## config.mk

```make
export PLATFORM = sky130hd
export DESIGN_NAME = spi_controller
export DESIGN_NICKNAME = d
export VERILOG_FILES = /design/src/rtl/spi_ctrl_pkg.sv /design/src/rtl/spi_clk_divider.sv /design/src/rtl/spi_controller.sv
export SDC_FILE = /design/constraint.sdc
export NUM_CORES = 1
export LEC_CHECK = 0
export BUFFER_PORTS_ARGS = -buffer_cell sky130_fd_sc_hd__buf_2
export CAP_MARGIN = 20
export CELL_PAD_IN_SITES_DETAIL_PLACEMENT = 0
export CELL_PAD_IN_SITES_GLOBAL_PLACEMENT = 1
export CORE_ASPECT_RATIO = 0.5
export CORE_MARGIN = 3
export CORE_UTILIZATION = 43
export DETAILED_ROUTE_END_ITERATION = 8
export GPL_ROUTABILITY_DRIVEN = 0
export PLACE_DENSITY_LB_ADDON = 0.3
export SLEW_MARGIN = 20
export SYNTH_ARGS = -nofsm -noshare
export SYNTH_HDL_FRONTEND = slang
export SYNTH_SLANG_ARGS = --single-unit
```

## constraint.sdc

```tcl
create_clock -name clk -period 2.7 [get_ports clk]
set_input_delay 0.135 -clock clk [delete_from_list [all_inputs] [get_ports clk]]
set_output_delay 0.135 -clock clk [all_outputs]
set_load 0.1 [all_outputs]
```

## src/rtl/spi_ctrl_pkg.sv

```systemverilog
// Shared types and constants for the SPI controller (mode 0 initiator).
package spi_ctrl_pkg;

  typedef enum logic [2:0] {
    IDLE  = 3'd0,
    SETUP = 3'd1,
    SHIFT = 3'd2,
    HOLD  = 3'd3,
    DONE  = 3'd4
  } state_t;

  localparam logic CS_IDLE   = 1'b1;
  localparam logic SCLK_IDLE = 1'b0;

endpackage

```

## src/rtl/spi_clk_divider.sv

```systemverilog
// Half-period tick generator: a loadable down-counter that emits a one-cycle
// tick every div+1 enabled cycles. restart reloads the count so the first tick
// lands exactly div+1 cycles later. The counter never wraps past div, so
// div = all-ones gives a period of 2^DIV_W without overflow.
module spi_clk_divider #(
  parameter int DIV_W = 8
) (
  input  logic             clk,
  input  logic             rstb,
  input  logic             ena,
  input  logic             restart,
  input  logic [DIV_W-1:0] div,
  output logic             tick
);

  logic [DIV_W-1:0] cnt;

  // Count down to zero, reload on restart or on reaching zero; hold when disabled.
  always_ff @(posedge clk) begin
    if (!rstb) begin
      cnt <= '0;
    end else if (ena) begin
      if (restart || (cnt == '0)) cnt <= div;
      else                        cnt <= cnt - DIV_W'(1);
    end
  end

  assign tick = ena && !restart && (cnt == '0);

endmodule

```

## src/rtl/spi_controller.sv

```systemverilog
// SPI mode 0 controller: drives spi_cs_n / spi_sclk / spi_mosi, samples spi_miso.
// Optional macro SPI_CTRL_LSB_FIRST_EN adds the lsb_first input (bit order select,
// latched at start acceptance); without it the bit order is always MSB first.
//
// Handshake: start is only looked at in IDLE with ena high; that edge accepts the
// request (tx_data, div, lsb_first latched). busy is high from the next cycle up
// to and including the done cycle; done pulses for one cycle with rx_data valid
// from that cycle until the next done. start while busy is dropped, not queued.
module spi_controller
  import spi_ctrl_pkg::*;
#(
  parameter int WIDTH = 8,
  parameter int DIV_W = 8
) (
  input  logic             clk,
  input  logic             rstb,
  input  logic             ena,
  input  logic             start,
  input  logic [DIV_W-1:0] div,
  input  logic [WIDTH-1:0] tx_data,
  output logic [WIDTH-1:0] rx_data,
  output logic             busy,
  output logic             done,
  output logic             spi_cs_n,
  output logic             spi_sclk,
  output logic             spi_mosi,
  input  logic             spi_miso,
`ifdef SPI_CTRL_LSB_FIRST_EN
  input  logic             lsb_first,
`endif
  output state_t           dbg_state
);

  // Toggle counter spans 0..2*WIDTH; 2*WIDTH means "all edges sent, trailing low half".
  localparam int TOG_W = $clog2(2*WIDTH+1);
  localparam logic [TOG_W-1:0] TOG_END       = TOG_W'(2*WIDTH);
  localparam logic [TOG_W-1:0] TOG_LAST_FALL = TOG_W'(2*WIDTH-1);

  state_t           state, state_nx;
  logic [DIV_W-1:0] div_q, div_sel;
  logic [WIDTH-1:0] tx_sr, rx_sr;
  logic [TOG_W-1:0] tog;
  logic             tick, accept, rise_evt, fall_evt, hold_end;
  logic             lsb_in, lsb_q;

`ifdef SPI_CTRL_LSB_FIRST_EN
  assign lsb_in = lsb_first;
`else
  assign lsb_in = 1'b0;
`endif

  // Live div is used only on the accept edge; afterwards the latched copy rules.
  assign div_sel  = (state == IDLE) ? div : div_q;
  assign accept   = (state == IDLE) && start;
  assign rise_evt = tick && ((state == SETUP) ||
                    ((state == SHIFT) && (tog != TOG_END) && !spi_sclk));
  assign fall_evt = tick && (state == SHIFT) && (tog != TOG_END) && spi_sclk;
  assign hold_end = tick && (state == HOLD);

  spi_clk_divider #(.DIV_W(DIV_W)) u_div (
    .clk     (clk),
    .rstb    (rstb),
    .ena     (ena),
    .restart (accept),
    .div     (div_sel),
    .tick    (tick)
  );

  // State register; ena low freezes the FSM.
  always_ff @(posedge clk) begin
    if (!rstb)    state <= IDLE;
    else if (ena) state <= state_nx;
  end

  // Next-state: each phase advances on a half-period tick, DONE lasts one cycle.
  always_comb begin
    state_nx = state;
    unique case (state)
      IDLE:    if (start)                   state_nx = SETUP;
      SETUP:   if (tick)                    state_nx = SHIFT;
      SHIFT:   if (tick && tog == TOG_END)  state_nx = HOLD;
      HOLD:    if (tick)                    state_nx = DONE;
      DONE:                                 state_nx = IDLE;
      default:                              state_nx = IDLE;
    endcase
  end

  // Status outputs decoded from the registered state.
  always_comb begin
    busy      = (state != IDLE);
    done      = (state == DONE);
    dbg_state = state;
  end

  // Serial datapath: SCLK/CS_n/MOSI registered, shift registers, rx capture.
  always_ff @(posedge clk) begin
    if (!rstb) begin
      spi_cs_n <= CS_IDLE;
      spi_sclk <= SCLK_IDLE;
      spi_mosi <= 1'b0;
      rx_data  <= '0;
      tx_sr    <= '0;
      rx_sr    <= '0;
      div_q    <= '0;
      tog      <= '0;
      lsb_q    <= 1'b0;
    end else if (ena) begin
      if (accept) begin
        tx_sr    <= tx_data;
        div_q    <= div;
        lsb_q    <= lsb_in;
        tog      <= '0;
        spi_cs_n <= ~CS_IDLE;
        spi_mosi <= lsb_in ? tx_data[0] : tx_data[WIDTH-1];
      end
      if (rise_evt) begin
        spi_sclk <= 1'b1;
        tog      <= tog + TOG_W'(1);
        rx_sr    <= lsb_q ? {spi_miso, rx_sr[WIDTH-1:1]} : {rx_sr[WIDTH-2:0], spi_miso};
      end
      if (fall_evt) begin
        spi_sclk <= SCLK_IDLE;
        tog      <= tog + TOG_W'(1);
        if (tog != TOG_LAST_FALL) begin
          tx_sr    <= lsb_q ? (tx_sr >> 1) : (tx_sr << 1);
          spi_mosi <= lsb_q ? tx_sr[1] : tx_sr[WIDTH-2];
        end
      end
      if (hold_end) begin
        rx_data  <= rx_sr;
        spi_cs_n <= CS_IDLE;
        spi_mosi <= 1'b0;
      end
    end
  end

endmodule
```

==> results of run 1 <==
layout make-up:
| cell class | count | share of cell area [%] |
|---|---|---|
| multi-input combinational | 207 | 48.2 |
| clock inverter | 1 | 0.169 |
| timing repair buffer | 46 | 8.63 |
| sequential | 50 | 33.8 |
| clock buffer | 7 | 4.82 |
| inverter | 10 | 1.27 |
| tap | 73 | 3.09 |
logic make-up (layout without fill, tap and decap cells):
kind of cell / after synthesis / count (layout)
simple gates: 115 / 115
buf+inv: 22 / 64
fa+ha+maj: 5 / 5
flops: 50 / 50
mux: 31 / 31
compound gates: 56 / 56
synth_stat cells, types with 2 or more instances:
cell / count
mux2_2: 2
o21ai_0: 12
mux2i_1: 29
inv_1: 9
a21oi_1: 9
and3_1: 6
nand2_1: 33
nand2b_1: 2
nor3b_1: 2
nor3_1: 4
or3_1: 2
o21a_1: 3
o21ai_2: 3
and2_1: 9
a21boi_0: 12
buf_6: 2
o211ai_1: 2
a221o_1: 6
ha_1: 5
dfxtp_1: 50
nor2b_1: 22
nand4_1: 3
nor2_1: 15
clkbuf_1: 7
nand3_1: 4
nor4b_1: 3
final timing paths:
path	start	depth (start not counted)	endpoint
max	u_div.cnt[0]$_SDFFE_PN0P_	7	tx_sr[6]$_SDFFE_PN0P_
min	tx_data[0]	3	tx_sr[0]$_SDFFE_PN0P_
max reg2reg	u_div.cnt[0]$_SDFFE_PN0P_	7	tx_sr[6]$_SDFFE_PN0P_
min reg2reg	div_q[7]$_SDFFE_PN0P_	2	div_q[7]$_SDFFE_PN0P_
power by group through the flow:
stage          sequential, mW  clock (mW)  combinational (mW)
6_report                0.826       0.638               0.480
5_1_grt                 0.833       0.686               0.533
4_1_cts                 0.825       0.656               0.480
3_5_place_dp            0.841           0               0.477
3_3_place_gp            0.840           0               0.471
2_1_floorplan           0.867           0               0.323
worst min-delay path: stages:
cell and delay, ps:
buf_2 100, nand2_1 50, a21oi_1 50
metal layers:
layer | vias to the layer above | track usage, % | part of all wire, %
li1 | 1063 | - | -
met3 | 7 | 3.84 | 5.3
met5 | - | 0 | 0
met1 | 993 | 23.6 | 51
met2 | 45 | 27.6 | 43
met4 | 0 | 4.57 | 0.74
registers in the layout, indices dropped and copies added, names as in the netlist:
name and cells:
dbg_state 3, div_q 8, rx_data 8, rx_sr 8, spi_cs_n 1, spi_mosi 1
spi_sclk 1, tog 5, tx_sr 7, u_div.cnt 8
metrics by stage:
step	instances	setup slack, ps
after global placement	386	510
final	394	459
after global routing	394	260
after floorplan	279	70.2
after CTS	394	458
after detailed placement	386	471
cells in the final DEF, fill, tap and decap left out, types with 2 or more instances in the layout:
master / count
dfxtp_1: 50
a221o_1: 6
nand2b_1: 2
nand4_1: 3
a21oi_1: 9
buf_2: 36
nand3_1: 4
o21a_1: 3
and3_1: 6
inv_1: 9
mux2_2: 2
mux2i_1: 29
nor2_1: 15
a21boi_0: 12
clkbuf_16: 5
nor2b_1: 22
nand2_1: 33
o211ai_1: 2
buf_4: 10
or3_1: 2
o21ai_0: 12
nor3b_1: 2
and2_1: 9
nor4b_1: 3
ha_1: 5
o21ai_2: 3
nor3_1: 4
==> summary.md, run 1 <==
| Metric | Value |
|---|---|
| Dominant combinational cell family by area after synthesis | `simple AND/OR/NAND/NOR gates` |
| Critical path data arrival time | `2420 ps` |
| Worst path cell trace | `inv_1, ha_1, or4b_4, a2111oi_4, a41oi_1, o21a_2, a221o_1` |
| Leak | `1.29 nW` |
| Max Fclk | `446 MHz` |
| Area share of the largest cell type after synthesis | `39.6%` |
| Crit path buf inv count | `1` |
| Critical Path RT | `2880 ps` |
| Internal | `1.34 mW` |
| Setup TNS | `0 ps` |
| Vias in the first global route | `about 2000` |
| Combinational power share | `24.7%` |
| Antenna violations before repair | `0` |
| Total gr overflow | `0` |
| Fin crit period | `2240 ps` |
| Core Region | `0.00559 mm^2` |
| CP endpoint kind | `register` |
| Die height | `60.2 um` |
| Fill cells | `~520` |
| Switching power total | `0.608 mW` |
| Synth top area cells | `dfxtp_1, mux2i_1, nor2b_1` |
| Critical path class | `reg -> reg` |
| Status | `completed` |
| Yosys cell types | `49` |
| Seq/Total Area, Yosys | `39.6%` |
| CTS Hold Bufs | `0` |
| Area Growth Syn to Fin | `16.9%` |
| R2R Setup Slk | `460 ps` |
| Sequential power share | `42.5%` |
| Net Count, Synth | `305` |
| Post-CTS resize count | `0` |
| CP Max Fanout | `6` |
| Routed length per placed instance | `14.3 um` |
| Skew-Pair Late Insertion Delay | `290 ps` |
| Share of post-route cells with drive strength above 1 | `20.6%` |
| Post-synthesis mux area share | `12.4%` |
| Final Cell Area | `0.00296 mm^2` |
| Hold Path Class | `in -> reg` |
| Largest net degree at the start of global routing | `46` |
| PwrDens | `roughly 660 mW/mm^2` |
| Sw frac | `31.3%` |
| Drt pass-1 iters | `4` |
| CTS clk-pin slew, worst paths | `70 ps` |
| FFs w/ async S/R, synth | `0%` |
| CTS Root Cell | `clkbuf_16` |
| Via count | `2108` |
| Fin. Hold Viols | `0` |
| Max stage delay on crit path | `490 ps` |
| RSZ-0062 raised after global routing | `false` |
| Simple-gate share of the synthesized area | `24.8%` |
| Clock group share of total power | `between 30% and 40%` |
| Drt drc | `0` |
| CTS tree | `built` |
| Skew final | `7.64 ps` |
| Post-synthesis xor/xnor area fraction | `0%` |
| Initial Util | `45.3%` |
| Clock tree buffer depth | `2` |
| Post-CTS Setup Bufs | `0` |
| Number of cell rows | `19` |
| Register area | `0.00100 mm^2` |
| Final hold slack | `92.6 ps` |
| Mapped Area | `0.00253 mm^2` |
| Top delay family on crit path | `compound AO/OA/AOI/OAI gates` |
| CTS H-tree lvls | `2` |
| Final setup violating endpoints | `0` |
| IO buf count | `36` |
| Final Max Slew Viols | `0` |
| GRT Overall Usage | `17.2%` |
| Syn avg cell area | `9.07 um^2` |
| Peak supply drop | `0.000293 V` |
| Yosys warning total | `0` |
| Post-synth EDFFs | `0` |
| Area of the multi-input gates | `0.00143 mm^2` |
| Die width | `114 um` |
| Clock tree sinks | `50` |
| Slew @ Worst Pin | `874 ps` |
| Num ports | `37` |
| Synth Area in Compound Gates | `around 17%` |
| Nets | `approximately 350` |
| Global-route wire length before repair | `9.47 mm` |
| Post-Synth Adder-Cell Area | `2.47%` |
| Final period utilization | `83.0%` |
| Detailed Place HPWL | `4.01 mm` |
| Via-per-instance ratio | `5.35` |
| Overall power | `1.94 mW` |
| Syn Inst Count | `279` |
| Util after Layout | `52.9%` |
| Routed Antenna Nets | `0` |
| Initial drt markers | `171` |
| CP Launch Type | `register` |
| Slowest library cell on the worst path | `or4b_4` |
| Full die area | `around 0.007 mm^2` |
| Post-Route WL | `5.65 mm` |
| Slew HR | `41.2%` |
| Yosys top cell by area | `dfxtp_1` |
| Max-cap violations | `0` |
| Cell Area, Placed | `0.00281 mm^2` |
| Synth Register Bits | `50` |
| Antenna diode count | `0` |
| Post-synth top flop | `dfxtp_1` |
| Cts bufs inserted | `5` |
Power figures use the tool's default switching activity.
==> inputs of run 2 (changes only) <==
==> constraint.sdc (replaced) <==
create_clock -name clk -period 2.3 [get_ports clk]
set_input_delay 0.115 -clock clk [delete_from_list [all_inputs] [get_ports clk]]
set_output_delay 0.115 -clock clk [all_outputs]
set_load 0.1 [all_outputs]
==> summary.md, run 2 (synthesized netlist as in run 1, its figures left out) <==
| Metric | Value |
|---|---|
| Status | `completed` |
| Critical Path RT | `2470 ps (-410 ps)` |
| Reg2reg start | `u_div.cnt[1]$_SDFFE_PN0P_` |
| Hold Path Class | `in -> reg` |
| Critical path class | `reg -> reg` |
| Cell Area, Placed | `0.00290 mm^2 (+3.1%)` |
| Max-cap violations | `0 (unchanged)` |
| Nets | `355 (+2.6%)` |
| Overall power | `2.30 mW (+18%)` |
| Most common cell after layout, fill and taps aside | `dfxtp_1` |
| Drt drc | `0 (unchanged)` |
| Post-CTS Setup Bufs | `0 (unchanged)` |
| Initial Util | `45.3% (unchanged)` |
| Final setup violating endpoints | `0 (unchanged)` |
| PwrDens | `753 mW/mm^2 (+15%)` |
| Peak supply drop | `0.000391 V (+33%)` |
| Max stage delay on crit path | `490 ps (about the same)` |
| Slowest library cell on the worst path | `or4b_4` |
| Skew final | `7.61 ps (-0.0274 ps)` |
| Core Region | `0.00559 mm^2 (unchanged)` |
| Routed Antenna Nets | `0 (unchanged)` |
| CP Launch Type | `register` |
| Initial drt markers | `93 (-46%)` |
| Via-per-instance ratio | `5.31 (-0.80%)` |
| Fill cells | `528 (+2.3%)` |
| Full die area | `0.00690 mm^2 (unchanged)` |
| Slew @ Worst Pin | `599 ps (-275 ps)` |
| Area Growth Syn to Fin | `20.7%` |
| Antenna diode count | `0 (unchanged)` |
| Commonest non-fill, non-tap cells in the layout | `dfxtp_1, buf_2, nand2_1` |
| Leak | `1.34 nW (+4.0%)` |
| Num ports | `37 (unchanged)` |
| CP Max Fanout | `6 (unchanged)` |
| CTS Root Cell | `clkbuf_16` |
| Routed length per placed instance | `14.1 um (-1.4%)` |
| Final setup margin | `92.8 ps (-366 ps)` |
| Crit path from | `u_div.cnt[1]$_SDFFE_PN0P_` |
| Final Max Slew Viols | `0 (unchanged)` |
| Die width | `114 um (unchanged)` |
| Drt pass-1 iters | `4 (unchanged)` |
| Total gr overflow | `0 (unchanged)` |
| CTS Hold Bufs | `0 (unchanged)` |
| Via count | `2139 (+1.5%)` |
| Skew-Pair Late Insertion Delay | `290 ps (about the same)` |
| IO buf count | `36 (unchanged)` |
| Final Cell Area | `0.00305 mm^2 (+3.3%)` |
| Fin crit period | `2210 ps (-33.7 ps)` |
| RSZ-0062 raised after global routing | `false` |
| Cts bufs inserted | `5 (unchanged)` |
| GRT Overall Usage | `17.2% (-0.054 points)` |
| Slew HR | `60.0% (+19 points)` |
| Max Fclk | `453 MHz (+1.5%)` |
| Clock tree sinks | `50 (unchanged)` |
| CP endpoint kind | `register` |
| Dpl ws | `-6.08 ps (-477 ps)` |
| Share of post-route cells with drive strength above 1 | `26.1% (+5.5 points)` |
| CTS tree | `built` |
| Global-route wire length before repair | `9.41 mm (-0.65%)` |
| Detailed Place HPWL | `4.10 mm (+2.2%)` |
| Final period utilization | `96.0% (+13 points)` |
| Reg2reg path depth | `7 (unchanged)` |
| CTS H-tree lvls | `2 (unchanged)` |
| Critical path data arrival time | `2380 ps (-40 ps)` |
| CTS clk-pin slew, worst paths | `70 ps (about the same)` |
| Worst path cell trace | `inv_2, ha_4, or4b_4, a2111oi_4, a41oi_2, o21a_2, a221o_1` |
| Die height | `60.2 um (unchanged)` |
| Antenna violations before repair | `0 (unchanged)` |
| Fin. Hold Viols | `0 (unchanged)` |
| Hold path depth | `3 (unchanged)` |
| Largest net degree at the start of global routing | `22 (-52%)` |
| Vias in the first global route | `1942 (-4.2%)` |
| Number of cell rows | `19 (unchanged)` |
| Clock tree buffer depth | `2 (unchanged)` |
| Post-Route WL | `5.70 mm (+0.89%)` |
| Hold path start | `tx_data[0]` |
[run 2: worst max-delay path: cells and delay by family, from the launching register on]
family / cells / cell delay [ps]
DFF: 1 / 340
AOI/OAI and AO/OA: 4 / 1070
adders and majority gates: 1 / 120
buffers and inverters: 1 / 80
and+or+nand+nor: 1 / 490
[run 2: routing by layer]
layer  part of all wire [%]  global-route usage (%)  up-vias
met5                      0                       0        -
met4                   0.30                    3.55        0
met3                    4.1                    5.06        4
met2                     44                    27.0       38
met1                     52                    23.6     1014
li1                       -                       -     1083
[run 2: power by group]
part	internal, mW	switching (mW)	leakage [nW]
sequential	0.917	0.0494	0.408
combinational	0.254	0.363	0.862
clock	0.404	0.312	0.0708
total	1.58	0.724	1.34
[run 2: path summary, 6_finish.rpt]
| path | endpoint | slack (ps) |
|---|---|---|
| worst max-delay path | tx_sr[4]$_SDFFE_PN0P_ | 90 |
| worst min register to register | tx_sr[0]$_SDFFE_PN0P_ | 450 |
| worst max register to register | tx_sr[4]$_SDFFE_PN0P_ | 90 |
| worst min-delay path | tx_sr[0]$_SDFFE_PN0P_ | 70 |
[run 2: layout make-up]
class,instances,area (um^2),area share [%]
Multi-Input combinational cell,207,1450,47.6
Sequential cell,50,1010,33.0
Timing Repair Buffer,55,323,10.6
Clock buffer,6,129,4.22
Tap cell,73,91.3,2.99
Inverter,10,37.5,1.23
Clock inverter,2,13.8,0.451
[run 2: stage by stage]
| stage | instances | hold slack [ps] | setup TNS, ps | util [%] |
|---|---|---|---|---|
| 6_report | 403 | 73.1 | 0 | 54.7 |
| 5_1_grt | 403 | 91.4 | 0 | 54.7 |
| 4_1_cts | 403 | 68.2 | 0 | 54.5 |
| 3_5_place_dp | 395 | 376 | -6.08 | 51.8 |
| 3_3_place_gp | 395 | 372 | 0 | 51.8 |
| 2_1_floorplan | 279 | 247 | -188 | - |
[run 2: what timing repair did]
action / in CTS / in global routing
pin swaps: 1 / 0
resized for setup: 1 / 2
setup endpoints to repair: 6 / 7
hold endpoints to repair: 0 / 0
